[config.mk]
export PLATFORM = sky130hd
export DESIGN_NAME = sn_write_bridge
export DESIGN_NICKNAME = d
export VERILOG_FILES = /design/src/rtl/sn_pkg.sv /design/src/rtl/sn_write_bridge.sv
export SDC_FILE = /design/constraint.sdc
export NUM_CORES = 1
export LEC_CHECK = 0
export CAP_MARGIN = 20
export CORE_AREA = 2 2 145 147
export DETAILED_ROUTE_END_ITERATION = 7
export DIE_AREA = 0 0 147 149
export SYNTH_ARGS = -nofsm -noshare
export SYNTH_HDL_FRONTEND = slang
export SYNTH_SLANG_ARGS = --single-unit
export TNS_END_PERCENT = 20
[constraint.sdc]
create_clock -name clk -period 4.3 [get_ports clk]
set_clock_uncertainty 0.1 [all_clocks]
set_input_delay 0.43 -clock clk [delete_from_list [all_inputs] [get_ports clk]]
set_output_delay 0.43 -clock clk [all_outputs]
set_load 0.1 [all_outputs]
[src/rtl/sn_pkg.sv]
// rtl/sn_pkg.sv - shared flit layouts, response codes and FSM states for the write bridge
package sn_pkg;

  localparam int FLIT_W    = 82;
  localparam int AW_BITS_W = 76;
  localparam int W_BITS_W  = 77;
  localparam int B_BITS_W  = 17;
  localparam int B_FLIT_W  = 20;
  localparam int B_PAD_W   = B_FLIT_W - B_BITS_W;

  localparam int AW_LEN_LSB = 47;
  localparam int AW_LEN_W   = 8;
  localparam int W_LAST_BIT = 72;

  localparam logic [1:0] RESP_OKAY   = 2'b00;
  localparam logic [1:0] RESP_SLVERR = 2'b10;

  typedef struct packed {
    logic [3:0]  user;
    logic [3:0]  qos;
    logic [2:0]  prot;
    logic [3:0]  cache;
    logic        lock;
    logic [1:0]  burst;
    logic [2:0]  size;
    logic [7:0]  len;
    logic [3:0]  region;
    logic [31:0] addr;
    logic [10:0] id;
  } aw_bits_t;

  typedef struct packed {
    logic [3:0]  user;
    logic        last;
    logic [7:0]  strb;
    logic [63:0] data;
  } w_bits_t;

  typedef struct packed {
    logic [3:0]  user;
    logic [1:0]  resp;
    logic [10:0] id;
  } b_bits_t;

  typedef enum logic [2:0] {
    ST_IDLE,
    ST_AW_ISSUE,
    ST_W_DATA,
    ST_B_WAIT,
    ST_B_SEND
  } state_t;

  // A framing error turns an OKAY from the slave into SLVERR; real slave errors win.
  function automatic logic [1:0] merge_resp(input logic err, input logic [1:0] resp);
    return (err && (resp == RESP_OKAY)) ? RESP_SLVERR : resp;
  endfunction

endpackage

[src/rtl/sn_write_bridge.sv]
// rtl/sn_write_bridge.sv - NoC-to-AXI write bridge, one outstanding burst at a time
module sn_write_bridge
  import sn_pkg::*;
#(
  parameter int NODE_W    = 2,
  parameter int MAX_LEN_W = 8
) (
  input  logic                 clk,
  input  logic                 rst,
  input  logic                 aw_valid,
  output logic                 aw_ready,
  input  logic [FLIT_W-1:0]    aw_payload,
  input  logic [NODE_W-1:0]    aw_srcid,
  input  logic                 w_valid,
  output logic                 w_ready,
  input  logic                 w_head,
  input  logic                 w_tail,
  input  logic [FLIT_W-1:0]    w_payload,
  input  logic [NODE_W-1:0]    w_srcid,
  output logic                 b_valid,
  input  logic                 b_ready,
  output logic [B_FLIT_W-1:0]  b_payload,
  output logic [NODE_W-1:0]    b_tgtid,
  output logic                 m_aw_valid,
  input  logic                 m_aw_ready,
  output logic [AW_BITS_W-1:0] m_aw_bits,
  output logic                 m_w_valid,
  input  logic                 m_w_ready,
  output logic [W_BITS_W-1:0]  m_w_bits,
  input  logic                 m_b_valid,
  output logic                 m_b_ready,
  input  logic [B_BITS_W-1:0]  m_b_bits
);

  state_t                state, state_nx;
  aw_bits_t              aw_q;
  b_bits_t               b_q;
  b_bits_t               b_in;
  w_bits_t               w_in;
  w_bits_t               w_out;
  logic [NODE_W-1:0]     src_q;
  logic [MAX_LEN_W-1:0]  len_q;
  logic [MAX_LEN_W-1:0]  beat_cnt;
  logic                  err_q;
  logic                  src_match;
  logic                  beat_last;
  logic                  aw_fire;
  logic                  w_fire;
  logic                  b_in_fire;
  logic                  unused_bits;

  assign w_in      = w_bits_t'(w_payload[W_BITS_W-1:0]);
  assign b_in      = b_bits_t'(m_b_bits);
  assign src_match = (w_srcid == src_q);
  assign beat_last = (beat_cnt == len_q);
  assign aw_fire   = aw_valid && aw_ready;
  assign w_fire    = m_w_valid && m_w_ready;
  assign b_in_fire = m_b_valid && m_b_ready;

  assign m_aw_bits = aw_q;
  assign m_w_bits  = w_out;
  assign b_payload = {{B_PAD_W{1'b0}}, b_q};
  assign b_tgtid   = src_q;

  // Flit bits outside the AXI layouts and the sender's LAST are deliberately ignored.
  assign unused_bits = ^{aw_payload[FLIT_W-1:AW_BITS_W], w_payload[FLIT_W-1:W_BITS_W],
                         w_payload[W_LAST_BIT]};

  // State register
  always_ff @(posedge clk or posedge rst) begin
    if (rst) state <= ST_IDLE;
    else     state <= state_nx;
  end

  // Next-state: the captured LEN, not w_tail, decides where the burst ends
  always_comb begin
    state_nx = state;
    case (state)
      ST_IDLE:     if (aw_valid)             state_nx = ST_AW_ISSUE;
      ST_AW_ISSUE: if (m_aw_ready)           state_nx = ST_W_DATA;
      ST_W_DATA:   if (w_fire && beat_last)  state_nx = ST_B_WAIT;
      ST_B_WAIT:   if (m_b_valid)            state_nx = ST_B_SEND;
      ST_B_SEND:   if (b_ready)              state_nx = ST_IDLE;
      default:                               state_nx = ST_IDLE;
    endcase
  end

  // Handshake outputs; W flits from other senders stay back-pressured
  always_comb begin
    aw_ready   = 1'b0;
    m_aw_valid = 1'b0;
    w_ready    = 1'b0;
    m_w_valid  = 1'b0;
    m_b_ready  = 1'b0;
    b_valid    = 1'b0;
    case (state)
      ST_IDLE:     aw_ready   = 1'b1;
      ST_AW_ISSUE: m_aw_valid = 1'b1;
      ST_W_DATA: begin
        w_ready   = m_w_ready && src_match;
        m_w_valid = w_valid && src_match;
      end
      ST_B_WAIT:   m_b_ready  = 1'b1;
      ST_B_SEND:   b_valid    = 1'b1;
      default: ;
    endcase
  end

  // W data path is zero latency; LAST is regenerated from the beat count
  always_comb begin
    w_out      = w_in;
    w_out.last = beat_last;
  end

  // Capture the AW request and its requester
  always_ff @(posedge clk or posedge rst) begin
    if (rst) begin
      aw_q  <= '0;
      src_q <= '0;
      len_q <= '0;
    end else if (aw_fire) begin
      aw_q  <= aw_bits_t'(aw_payload[AW_BITS_W-1:0]);
      src_q <= aw_srcid;
      len_q <= MAX_LEN_W'(aw_payload[AW_LEN_LSB +: AW_LEN_W]);
    end
  end

  // Beat counter and head/tail framing check on every forwarded beat
  always_ff @(posedge clk or posedge rst) begin
    if (rst) begin
      beat_cnt <= '0;
      err_q    <= 1'b0;
    end else if (aw_fire) begin
      beat_cnt <= '0;
      err_q    <= 1'b0;
    end else if (w_fire) begin
      beat_cnt <= beat_cnt + MAX_LEN_W'(1);
      if ((w_head != (beat_cnt == '0)) || (w_tail != beat_last)) err_q <= 1'b1;
    end
  end

  // Capture the slave response, folding in any framing error
  always_ff @(posedge clk or posedge rst) begin
    if (rst) begin
      b_q <= '0;
    end else if (b_in_fire) begin
      b_q.id   <= b_in.id;
      b_q.resp <= merge_resp(err_q, b_in.resp);
      b_q.user <= b_in.user;
    end
  end

endmodule

Word-level counts from Yosys, hierarchy flattened
Cells that the tools add are included.
- output and inout bits: 181
- register bits after elaboration: 107
- logic and storage cells: 65
- equal/unequal tests: 13
- muxes and demuxes: 18
- reductions and logical operators: 15
- $add $sub $neg: 1
- operators by type and width (operator ; number):
    8-bit two-way mux ; 2
    3-bit two-way mux ; 5
    3-bit case mux with 5 select lines ; 1
    2-bit inequality test (second input constant) ; 5
    1-bit two-way mux ; 9
    8-bit by 1-bit adder with 8-bit output (second input constant) ; 1
    8-bit equality test ; 1
    8-bit zero test ; 1
    1-bit logical AND ; 7
    3-bit by 2-bit equality test with 1-bit output (second input constant) ; 2
    5-bit AND reduction ; 1
    2-bit nonzero test ; 2
    3-bit by 1-bit equality test with 1-bit output (second input constant) ; 1
    3-bit equality test (second input constant) ; 1
    3-bit zero test ; 1
    2-bit equality test ; 1
    2-bit zero test ; 1
    2-bit two-way mux ; 1
    1-bit inequality test ; 2
    2-bit AND reduction ; 1
    1-bit logical OR ; 1

Logic depth before layout (Yosys ltp)
Gate-level depths: netlist of run 1.
- word-level depth: 7
- depth in mapped cells: 8

Worst setup path after synthesis of run 1
OpenSTA, ideal clock, no wires.
- path kind: register to output
- from: reg src_q[1], in the netlist b_tgtid[1]
- to: out m_w_valid
- data required time: 3.770 ns
- setup slack: 0.223 ns
- stages on the path, launching flop included: 4
- data arrival time: 3.547 ns
- cell sequence: dfrtp_1 > xnor2_4 > nand3_1 > nor3b_1
- longest elaborated chain between the ends: 3
- ends and longest elaborated chain (what ; line ; source):
    start: declaration ; sn_write_bridge.sv:41 ; logic [NODE_W-1:0] src_q;
    start signal: assignment ; sn_write_bridge.sv:123 ; src_q <= aw_srcid;
    2-bit equality test ; sn_write_bridge.sv:54 ; assign src_match = (w_srcid == src_q);
    1-bit logical AND ; sn_write_bridge.sv:101 ; m_w_valid = w_valid && src_match;
    1-bit two-way mux ; sn_write_bridge.sv:96 ; case (state)
    end: declaration ; sn_write_bridge.sv:27 ; output logic m_w_valid,
No other way between the ends.

Worst setup path in the final report of run 1
- from: reg beat_cnt[4]
- to: out m_w_bits[72]
- longest elaborated chain between the ends: 1
- ends and longest elaborated chain (what ; line ; source):
    start: declaration ; sn_write_bridge.sv:43 ; logic [MAX_LEN_W-1:0] beat_cnt;
    start signal: assignment ; sn_write_bridge.sv:137 ; beat_cnt <= beat_cnt + MAX_LEN_W'(1);
    8-bit equality test ; sn_write_bridge.sv:55 ; assign beat_last = (beat_cnt == len_q);
    end: declaration ; sn_write_bridge.sv:29 ; output logic [W_BITS_W-1:0] m_w_bits,
No other way between the ends.

==> flow_summary.rst, run 1 <==
.. list-table::
   :header-rows: 1

   * - Metric
     - Value
   * - Multiplexer share of the synthesized area
     - about a fifth
   * - Non-filler instance count after layout
     - 816
   * - Vias
     - 3417
   * - Largest net degree at the start of global routing
     - 63
   * - Post-synthesis compound-gate area fraction
     - ~3.4%
   * - Run status
     - finished clean
   * - Filler cell count
     - 2049
   * - Synthesized-area fraction occupied by adder cells
     - 0.4959%
   * - Core region area
     - about 21000 um2
   * - Worst reg2reg path endpoint
     - m_aw_bits[60]$_DFFE_PP0P_
   * - Reg-to-reg startpoint
     - state[1]$_DFFE_PP0P_
   * - Smallest hold slack
     - about 370 ps
   * - Top Ports
     - between 300 and 400
   * - I/O Buffers
     - around 210
   * - Starting density of the core
     - 24.55%
   * - Simple-gate area share of the yosys netlist
     - about 7.4%
   * - First-pass GRT wire length
     - between 20000 and 25000 um
   * - Total number of clock tree sinks
     - about 110
   * - Number of endpoints failing setup at the final stage
     - 0
   * - Type of the worst min-delay path
     - in -> async
   * - Largest family of logic cells by synthesized area
     - multiplexers
   * - Clock period minus worst slack
     - ~3300 ps
   * - Synthesized area per cell
     - roughly 12 um2
   * - Proportion of netlist area held by the largest area contributor
     - between 50 and 60%
   * - Yosys cell types
     - 40
   * - Area growth, synth to finish
     - 41.09%
   * - Type of the worst setup path
     - reg -> out
   * - Pre-CTS setup slack
     - 1336 ps
   * - Most area-consuming cells after synthesis
     - dfrtp_1 (53%), mux2_1 (15%), buf_4 (12%), mux2_2 (3.6%), nand2_1 (3.3%)
   * - Peak per-stage delay on the critical path
     - 1170 ps
   * - CTS tree
     - yes
   * - Dominant cell by count in the synthesized netlist
     - dfrtp_1
   * - Most common flop cell mapped by yosys
     - dfrtp_1
   * - Library cell occupying the most area in the post-synthesis netlist
     - dfrtp_1
   * - Post-synthesis register bit count
     - around 110
   * - Transition time of the tightest slew-check pin
     - 1013 ps
   * - Clock tree root buffer cell
     - clkbuf_16
   * - PnR worst setup slack
     - a little under 1000 ps
   * - Post-layout nets
     - 733
   * - Number of synthesis warnings
     - 0
   * - Top cell types by occurrence after synthesis
     - dfrtp_1 (107), buf_4 (82), mux2_1 (68)
   * - 1st-iter DRT viols
     - 115
   * - # resized after CTS
     - 0
   * - Count of flip-flops with a built-in enable after synthesis
     - 0
   * - Share of synthesized area occupied by flip-flops and latches
     - between 50% and 60%
   * - CTS Buf Count
     - 9
   * - Number of failing hold endpoints at the final stage
     - 0
   * - Post-route DRC
     - 0
   * - Vias in the first global route
     - roughly 3.7k
   * - Weighted congestion reported at the end of routability-driven placement
     - approximately 0.8
   * - Count of inserted antenna diode cells
     - 0
   * - Critical path startpoint category
     - register
   * - Worst EP required
     - about 3800 ps
   * - Maxcap violations
     - 0
   * - Worst reg2reg setup slack
     - just under 2000 ps
   * - Fraction of final layout cells with drive strength greater than 1
     - under 10%
   * - Number of cells on the worst reg-to-reg path
     - 4
   * - Buffer count from post-CTS setup fixing
     - 0
   * - Average routed wire per standard cell
     - 15.89 um
   * - Worst Path Arrival
     - 2800 ps
   * - 1st-pass router iterations
     - 5
   * - Antenna Violating Nets Remaining
     - 0
   * - Total congestion overflow after global routing
     - 0
   * - Synth Area in XOR/XNOR
     - roughly 2.4%
   * - Post-Route WL
     - approximately 13000 um
   * - Die Ht
     - roughly 150 um
   * - Slew margin rel.
     - about a third
   * - Post-synth design cell area
     - 5046 um2
   * - Gate family responsible for the most delay along the worst path
     - buffers and inverters
   * - Critical-path cell list
     - xor2_1 -> nor4_1 -> and2_1 -> clkdlybuf4s50_1
   * - Total placed cells including tap cells
     - 800
   * - Mapped Cells
     - just over 400
   * - Die extent in x
     - approximately 150 um
   * - Rows
     - 53
   * - Crit Path Max Fanout
     - 7
   * - Proportion of register bits with asynchronous set or reset after synthesis
     - between 90% and 100%
   * - Fmax
     - 300.7 MHz
   * - All-layer global routing usage
     - between 10% and 20%
   * - RSZ-0062 raised after global routing
     - false
   * - Number of antenna violations at the first check in global routing
     - 0
   * - Final Max Slew Viols
     - 0
   * - Source-to-sink clock delay at the later pin of the worst-skew pair
     - around 350 ps
   * - Clock-pin slew on the worst setup and hold paths
     - around 80 ps
   * - Maximum root-to-sink buffer count
     - 2
   * - Area of the die
     - approximately 22000 um2
   * - Post-route fraction of the period consumed by the critical path
     - 77.35%
   * - Number of buffer and inverter stages on the critical path
     - 1
   * - H-tree levels
     - 3
   * - Vias per cell
     - between 4 and 5
   * - CP Capture Type
     - output port
   * - Crit path max-delay cell type
     - clkdlybuf4s50_1
   * - Final sum of negative setup slack
     - 0 ps
   * - # hold bufs at CTS
     - 0
   * - Placed wire-length estimate after detailed placement
     - approximately 10000 um
## worst register-to-register path, delay by kind of cell (launching register included)
kind	cells	cell delay (ps)
and+or+nand+nor	2	980
DFF	1	490
muxes	1	360
buffers and inverters	1	310
## per-stage QoR
| stage | cell area (um2) | utilization, % |
|---|---|---|
| after global routing | 7119 | 34.63 |
| after floorplan | 5054 | - |
| final | 7119 | 34.63 |
| after detailed placement | 6837 | 33.26 |
| after global placement | 6809 | 33.12 |
| after CTS | 7119 | 34.63 |
## final cells by class
type | instances | area (um2) | share of cell area [%]
Sequential cell | 107 | 2678 | 37.61
Timing Repair Buffer | 211 | 2132 | 29.95
Multi-Input combinational cell | 199 | 1650 | 23.18
Tap cell | 275 | 344.1 | 4.833
Clock buffer | 9 | 225.2 | 3.163
Clock inverter | 7 | 57.56 | 0.8084
Inverter | 8 | 32.53 | 0.4569
## placed cells by master, fill, tap and decap left out, types with 4 or more instances in the layout
cell type	count
a21oi_1	9
clkbuf_16	9
clkdlybuf4s50_1	206
dfrtp_1	107
inv_1	7
mux2_1	68
mux2_2	16
nand2_1	44
o21ai_0	7
or4_1	4
xor2_1	8
## flip-flops by register name, indices dropped and copies added (netlist names)
register	count
state	3
beat_cnt	8
err_q	1
b_payload	17
len_q	8
m_aw_bits	68
b_tgtid	2
## cells by family after synthesis
kind of cell             count (synthesis)
AO/OA/AOI/OAI                           27
other                                    1
flip-flops                             107
adder cells (fa/ha/maj)                  2
multiplexers                            84
XOR/XNOR                                11
buffers and inverters                  104
AND/OR/NAND/NOR                         72
## worst max path at each step
| stage | startpoint | to | cells past startpoint |
|---|---|---|---|
| floorplan | b_tgtid[1]$_DFFE_PP0P_ | m_w_valid | 3 |
| global placement | beat_cnt[4]$_DFFE_PP0P_ | m_w_bits[72] | 4 |
| detailed placement | beat_cnt[4]$_DFFE_PP0P_ | m_w_bits[72] | 4 |
| CTS | beat_cnt[4]$_DFFE_PP0P_ | m_w_bits[72] | 4 |
| global route | beat_cnt[4]$_DFFE_PP0P_ | m_w_bits[72] | 4 |
| finish | beat_cnt[4]$_DFFE_PP0P_ | m_w_bits[72] | 4 |
## routing by layer
layer	vias up	part of all wire (%)	track usage [%]
li1	1552	-	-
met1	1634	37	13.06
met2	204	51	20.56
met3	27	10	4.312
met4	0	2.5	5.673
met5	-	0	0
Power of run 1 is not shown: default switching activity piles up to over one toggle a cycle in this logic, so the estimate is an artifact.
==> run 2, diff against run 1 <==
Clock period 4.3 ns to 3.4 ns, I/O delays scaled along.
==> run 2 against run 1 <==
Register-to-register slack worse by 750 ps. Via count is 0.59% lower. Utilization is 0.055 points lower. Final cell count is 0.12% lower. Routed wire length is 0.64% lower. Hold slack worse by 39 ps. Sequential share of layout area is 0.060 points higher. Critical endpoint is now b_tgtid[1]. Largest cell class unchanged.
==> flow_summary.rst, run 2 (synthesis results as in run 1) <==
.. list-table::
   :header-rows: 1

   * - Metric
     - Value
   * - # hold bufs at CTS
     - 0 (unchanged)
   * - Slew margin rel.
     - 31.92% (-0.33 points)
   * - Crit Path Max Fanout
     - 3 (-4)
   * - Weighted congestion reported at the end of routability-driven placement
     - 0.7831 (+0.10%)
   * - Worst reg2reg path endpoint
     - m_aw_bits[57]$_DFFE_PP0P_
   * - Post-route cell area
     - 7108 um2 (-0.16%)
   * - CP Capture Type
     - output port
   * - # resized after CTS
     - 0 (unchanged)
   * - Area growth, synth to finish
     - 40.86%
   * - Flip-flop count of the largest register, all copies and words added
     - 68 (unchanged)
   * - Die Ht
     - 149 um (unchanged)
   * - Final Max Slew Viols
     - 0 (unchanged)
   * - 1st-iter DRT viols
     - 108 (-6.1%)
   * - Post-layout nets
     - 732 (-0.14%)
   * - Worst EP required
     - 2960 ps (-810 ps)
   * - Reg-to-reg startpoint
     - state[1]$_DFFE_PP0P_
   * - Number of failing hold endpoints at the final stage
     - 0 (unchanged)
   * - Source-to-sink clock delay at the later pin of the worst-skew pair
     - 350 ps (about the same)
   * - All-layer global routing usage
     - 11.79% (-0.11 points)
   * - Largest net degree at the start of global routing
     - 56 (-11%)
   * - I/O Buffers
     - 208 (unchanged)
   * - Rows
     - 53 (unchanged)
   * - Vias per cell
     - 4.168 (-0.46%)
   * - Post-Route WL
     - 12880 um (-0.64%)
   * - Number of endpoints failing setup at the final stage
     - 0 (unchanged)
   * - Peak per-stage delay on the critical path
     - 1210 ps (+40 ps)
   * - Fraction of the core area covered by cells at the end of the flow
     - 34.58% (-0.055 points)
   * - First-pass GRT wire length
     - 20230 um (-0.88%)
   * - Starting density of the core
     - 24.55% (unchanged)
   * - Total placed cells including tap cells
     - 799 (-0.13%)
   * - Vias
     - 3397 (-0.59%)
   * - Buffer count from post-CTS setup fixing
     - 0 (unchanged)
   * - CTS Buf Count
     - 9 (unchanged)
   * - Type of the worst min-delay path
     - in -> async
   * - Area of the die
     - 21900 um2 (unchanged)
   * - Transition time of the tightest slew-check pin
     - 1018 ps (+4.896 ps)
   * - Clock tree root buffer cell
     - clkbuf_16
   * - Filler cell count
     - 2043 (-0.29%)
   * - Post-route DRC
     - 0 (unchanged)
   * - Commonest non-fill, non-tap cell in the layout
     - clkdlybuf4s50_1
   * - Average routed wire per standard cell
     - 15.81 um (-0.52%)
   * - Maxcap violations
     - 0 (unchanged)
   * - Number of antenna violations at the first check in global routing
     - 0 (unchanged)
   * - Placed wire-length estimate after detailed placement
     - 9899 um (-1.5%)
   * - Critical path startpoint category
     - register
   * - Worst reg2reg setup slack
     - 1180 ps (-750 ps)
   * - Worst Path Arrival
     - 2030 ps (-770 ps)
   * - Top Ports
     - 376 (unchanged)
   * - Top library cells by usage in the layout, fill and taps aside
     - clkdlybuf4s50_1 (201), dfrtp_1 (107), mux2_1 (68)
   * - Crit path max-delay cell type
     - clkdlybuf4s50_1
   * - Gate family responsible for the most delay along the worst path
     - buffers and inverters
   * - Antenna Violating Nets Remaining
     - 0 (unchanged)
   * - Clock-pin slew on the worst setup and hold paths
     - 80 ps (about the same)
   * - Critical-path cell list
     - clkdlybuf4s50_1
   * - Run status
     - finished clean
   * - Number of cells on the worst reg-to-reg path
     - 4 (unchanged)
   * - Post-DP Area
     - 6809 um2 (-0.40%)
   * - 1st-pass router iterations
     - 4 (-1)
   * - Post-route fraction of the period consumed by the critical path
     - between 70% and 80%
   * - Die extent in x
     - 147 um (unchanged)
   * - Count of inserted antenna diode cells
     - 0 (unchanged)
   * - Fmax
     - 404.3 MHz
   * - Maximum root-to-sink buffer count
     - 2 (unchanged)
   * - Fraction of final layout cells with drive strength greater than 1
     - 9.074% (+0.76 points)
   * - RSZ-0062 raised after global routing
     - false
   * - Number of buffer and inverter stages on the critical path
     - 1 (unchanged)
   * - Total congestion overflow after global routing
     - 0 (unchanged)
   * - Vias in the first global route
     - 3745 (+0.59%)
   * - Core region area
     - 20560 um2 (unchanged)
   * - CTS tree
     - yes
   * - Type of the worst setup path
     - reg -> out
   * - H-tree levels
     - 3 (unchanged)
   * - Total number of clock tree sinks
     - 107 (unchanged)
   * - Non-filler instance count after layout
     - 815 (-0.12%)
   * - Clock period minus worst slack
     - between 2000 and 2500 ps
run 2: cell count changes in the layout (fill, tap and decap cells not counted), sizes merged:
cell / before / now
inv: 12 / 11
clkinvlp: 2 / 1
clkinv: 1 / 2
buf: 5 / 9
bufinv: 0 / 1
clkdlybuf4s50: 206 / 201
run 2: how the worst max path moves through the flow:
stage | start | to | slack (ps) | depth (start not counted)
2_1_floorplan | b_tgtid[1]$_DFFE_PP0P_ | m_w_valid | -590 | 3
6_report | b_tgtid[1]$_DFFE_PP0P_ | b_tgtid[1] | 930 | 1
4_1_cts | b_tgtid[1]$_DFFE_PP0P_ | b_tgtid[1] | 900 | 1
5_1_grt | b_tgtid[1]$_DFFE_PP0P_ | b_tgtid[1] | 860 | 1
3_5_place_dp | aw_valid | m_aw_bits[57]$_DFFE_PP0P_ | 1020 | 4
3_3_place_gp | aw_valid | m_aw_bits[56]$_DFFE_PP0P_ | 1050 | 4
run 2: layout make-up:
cell class	count	area (um2)	area share, %
Sequential cell	107	2678	37.67
Timing Repair Buffer	210	2105	29.61
Multi-Input combinational cell	199	1650	23.22
Tap cell	275	344.1	4.841
Clock buffer	9	225.2	3.168
Clock inverter	7	73.82	1.039
Inverter	8	32.53	0.4577
run 2: routing by layer:
metal	track usage [%]	part of all wire [%]
met2	20.68	51
met3	4.526	11
met1	12.45	35
met5	0	0
met4	5.817	2.5
run 2: through the flow:
step	setup TNS (ps)	hold WS [ps]	setup WS (ps)
finish	0	329.7	926.5
CTS	0	355.4	896.3
detailed placement	0	375.9	1019
global placement	0	362.5	1050
global route	0	409.3	858.2
floorplan	-1175	345.4	-587.4
Power of run 2 is left out for the same reason.
==> run 3, diff against run 2 <==
Settings changed: CORE_AREA 2 2 145 147 to 2 2 147 149, DIE_AREA 0 0 147 149 to 0 0 149 151.
Clock period 3.4 ns to 2.1 ns, I/O delays scaled along.
==> run 3 against run 2 <==
Global-route usage grew 0.27 points. Critical endpoint is now m_w_bits[72]. Non-clock buffer count rose by 17. Design area rose by 1.2%. Routed wire length rose by 6.7%. Flip-flop and latch count unchanged. The flow now finishes with violations (negative setup slack). Final cell count up 2.1%. First-iteration DRC count is 4.6% lower. Sequential share of layout area is 0.40 points lower.
==> flow_summary.rst, run 3 (synthesis results as in run 1) <==
.. list-table::
   :header-rows: 1

   * - Metric
     - Value
   * - 1st-iter DRT viols
     - 103 (-4.6%)
   * - Top library cells by usage in the layout, fill and taps aside
     - buf_4 (109), clkdlybuf4s50_1 (106), dfrtp_1 (104)
   * - Violations in the final reports
     - negative setup slack
   * - Post-route cell area
     - 7194 um2 (+1.2%)
   * - PnR worst setup slack
     - -40.63 ps (-967.1 ps)
   * - Vias per cell
     - 4.195 (+0.64%)
   * - Final Max Slew Viols
     - 0 (unchanged)
   * - Die Ht
     - 151 um (+1.3%)
   * - Post-route DRC
     - 0 (unchanged)
   * - Post-DP Area
     - 6779 um2 (-0.44%)
   * - H-tree levels
     - 3 (unchanged)
   * - Area growth, synth to finish
     - 42.57%
   * - Area of the die
     - 22500 um2 (+2.7%)
   * - RSZ-0062 raised after global routing
     - true
   * - Number of failing hold endpoints at the final stage
     - 0 (unchanged)
   * - Crit path max-delay cell type
     - dfrtp_1
   * - Critical-path cell list
     - buf_6 -> xor2_2 -> nor4_4 -> and2_4 -> buf_12
   * - Fmax
     - between 400 and 500 MHz
   * - Vias
     - 3490 (+2.7%)
   * - Run status
     - finished, violations left
   * - Worst reg2reg setup slack
     - 120 ps (-1060 ps)
   * - Antenna Violating Nets Remaining
     - 0 (unchanged)
   * - Total placed cells including tap cells
     - 810 (+1.4%)
   * - Maxcap violations
     - 0 (unchanged)
   * - Core region area
     - 20820 um2 (+1.3%)
   * - Count of inserted antenna diode cells
     - 0 (unchanged)
   * - Commonest non-fill, non-tap cell in the layout
     - buf_4
   * - Die extent in x
     - 149 um (+1.4%)
   * - Total number of clock tree sinks
     - 107 (unchanged)
   * - Number of endpoints failing setup at the final stage
     - 1 (+1)
   * - Smallest hold slack
     - 274.9 ps (-54.77 ps)
   * - Routed length on met2
     - 6915 um (+4.2%)
   * - Worst Path Arrival
     - 1830 ps (-200 ps)
   * - All-layer global routing usage
     - 12.06% (+0.27 points)
   * - 1st-pass router iterations
     - 4 (unchanged)
   * - CP Capture Type
     - output port
   * - Non-filler instance count after layout
     - 832 (+2.1%)
   * - Area occupied by registers
     - 2681 um2 (+0.14%)
   * - Type of the worst setup path
     - reg -> out
   * - Filler cell count
     - 2068 (+1.2%)
   * - Fraction of the core area covered by cells at the end of the flow
     - 34.55% (about the same)
   * - Vias in the first global route
     - 3746 (+0.027%)
   * - First-pass GRT wire length
     - 20600 um (+1.8%)
   * - Transition time of the tightest slew-check pin
     - 575.8 ps (-442.3 ps)
   * - Fraction of final layout cells with drive strength greater than 1
     - 31.24% (+22 points)
   * - Number of antenna violations at the first check in global routing
     - 0 (unchanged)
   * - Post-Route WL
     - 13750 um (+6.7%)
   * - Source-to-sink clock delay at the later pin of the worst-skew pair
     - 350 ps (about the same)
   * - Uppermost metal layer occupied by signal nets
     - met4
   * - Worst reg2reg path endpoint
     - err_q$_DFFE_PP0P_
   * - Clock period minus worst slack
     - around 2100 ps
   * - Placed wire-length estimate after detailed placement
     - 10540 um (+6.4%)
   * - Number of cells on the worst reg-to-reg path
     - 7 (+3)
   * - Maximum root-to-sink buffer count
     - 2 (unchanged)
   * - Area used by multi-input combinational logic
     - 1738 um2 (+5.3%)
   * - Clock-pin slew on the worst setup and hold paths
     - 80 ps (about the same)
   * - I/O Buffers
     - 208 (unchanged)
   * - Type of the worst min-delay path
     - in -> async
   * - Clock tree root buffer cell
     - clkbuf_16
   * - Routed metal-1 wirelength
     - 4630 um (+1.4%)
   * - DR WL met3
     - 1257 um (-7.2%)
   * - Worst EP required
     - 1790 ps (-1170 ps)
   * - Peak per-stage delay on the critical path
     - 400 ps (-810 ps)
   * - Largest net degree at the start of global routing
     - 108 (+93%)
   * - Starting density of the core
     - 24.23% (-0.31 points)
   * - CTS tree
     - yes
   * - # hold bufs at CTS
     - 0 (unchanged)
   * - Rows
     - 53 (unchanged)
   * - Weighted congestion reported at the end of routability-driven placement
     - 0.7989 (+2.0%)
   * - Average routed wire per standard cell
     - 16.52 um (+4.5%)
   * - Post-layout nets
     - 749 (+2.3%)
   * - Crit Path Max Fanout
     - 4 (+1)
   * - Top Ports
     - 376 (unchanged)
   * - Total congestion overflow after global routing
     - 0 (unchanged)
   * - Flip-flop count of the largest register, all copies and words added
     - 68 (unchanged)
   * - CTS Buf Count
     - 9 (unchanged)
   * - Post-route fraction of the period consumed by the critical path
     - 101.9%
   * - Reg-to-reg startpoint
     - beat_cnt[1]$_DFFE_PP0P_
   * - Critical path startpoint category
     - register
   * - Slew margin rel.
     - 61.62% (+30 points)
run 3: critical path, delay by kind of cell, from the launching register on:
family	cells	cell delay [ps]
buf+inv	2	300
flops	1	400
xor+xnor	1	180
simple gates	2	600
run 3: routing by layer:
layer,global-route usage (%),up-vias
met5,0,-
met4,9.571,0
met3,4.548,61
met2,20.00,169
met1,12.25,1687
li1,-,1573
run 3: per-stage QoR:
stage,TNS (ps),setup slack [ps]
2_1_floorplan,-28380,-923.9
3_3_place_gp,0,20.52
3_5_place_dp,-18.01,-16.80
4_1_cts,-10.85,-10.85
5_1_grt,-163.3,-76.98
6_report,-40.63,-40.63
run 3: worst max path at each step:
stage                                 start                       to  cells past startpoint
floorplan              state[1]$_DFFE_PP0P_               m_aw_valid                      2
global placement                 w_srcid[1]  beat_cnt[7]$_DFFE_PP0P_                      5
detailed placement               w_srcid[1]  beat_cnt[6]$_DFFE_PP0P_                      5
CTS                    len_q[7]$_DFFE_PP0P_             m_w_bits[72]                      4
global route        beat_cnt[0]$_DFFE_PP0P_             m_w_bits[72]                      5
finish              beat_cnt[0]$_DFFE_PP0P_             m_w_bits[72]                      5
run 3: cell type report:
class                      count  share of cell area (%)
multi-input combinational    199                   24.16
sequential                   107                   37.27
tap                          275                   4.783
clock buffer                  10                   3.322
clock inverter                 6                  0.7826
timing repair buffer         227                   29.22
inverter                       8                  0.4696
run 3: repair_timing:
action / 4_1_cts / 5_1_grt
setup endpoints to repair: 2 / 4
gates resized for setup: 6 / 9
setup buffers: 0 / 6
pin swaps: 0 / 4
Power of run 3 is left out for the same reason.
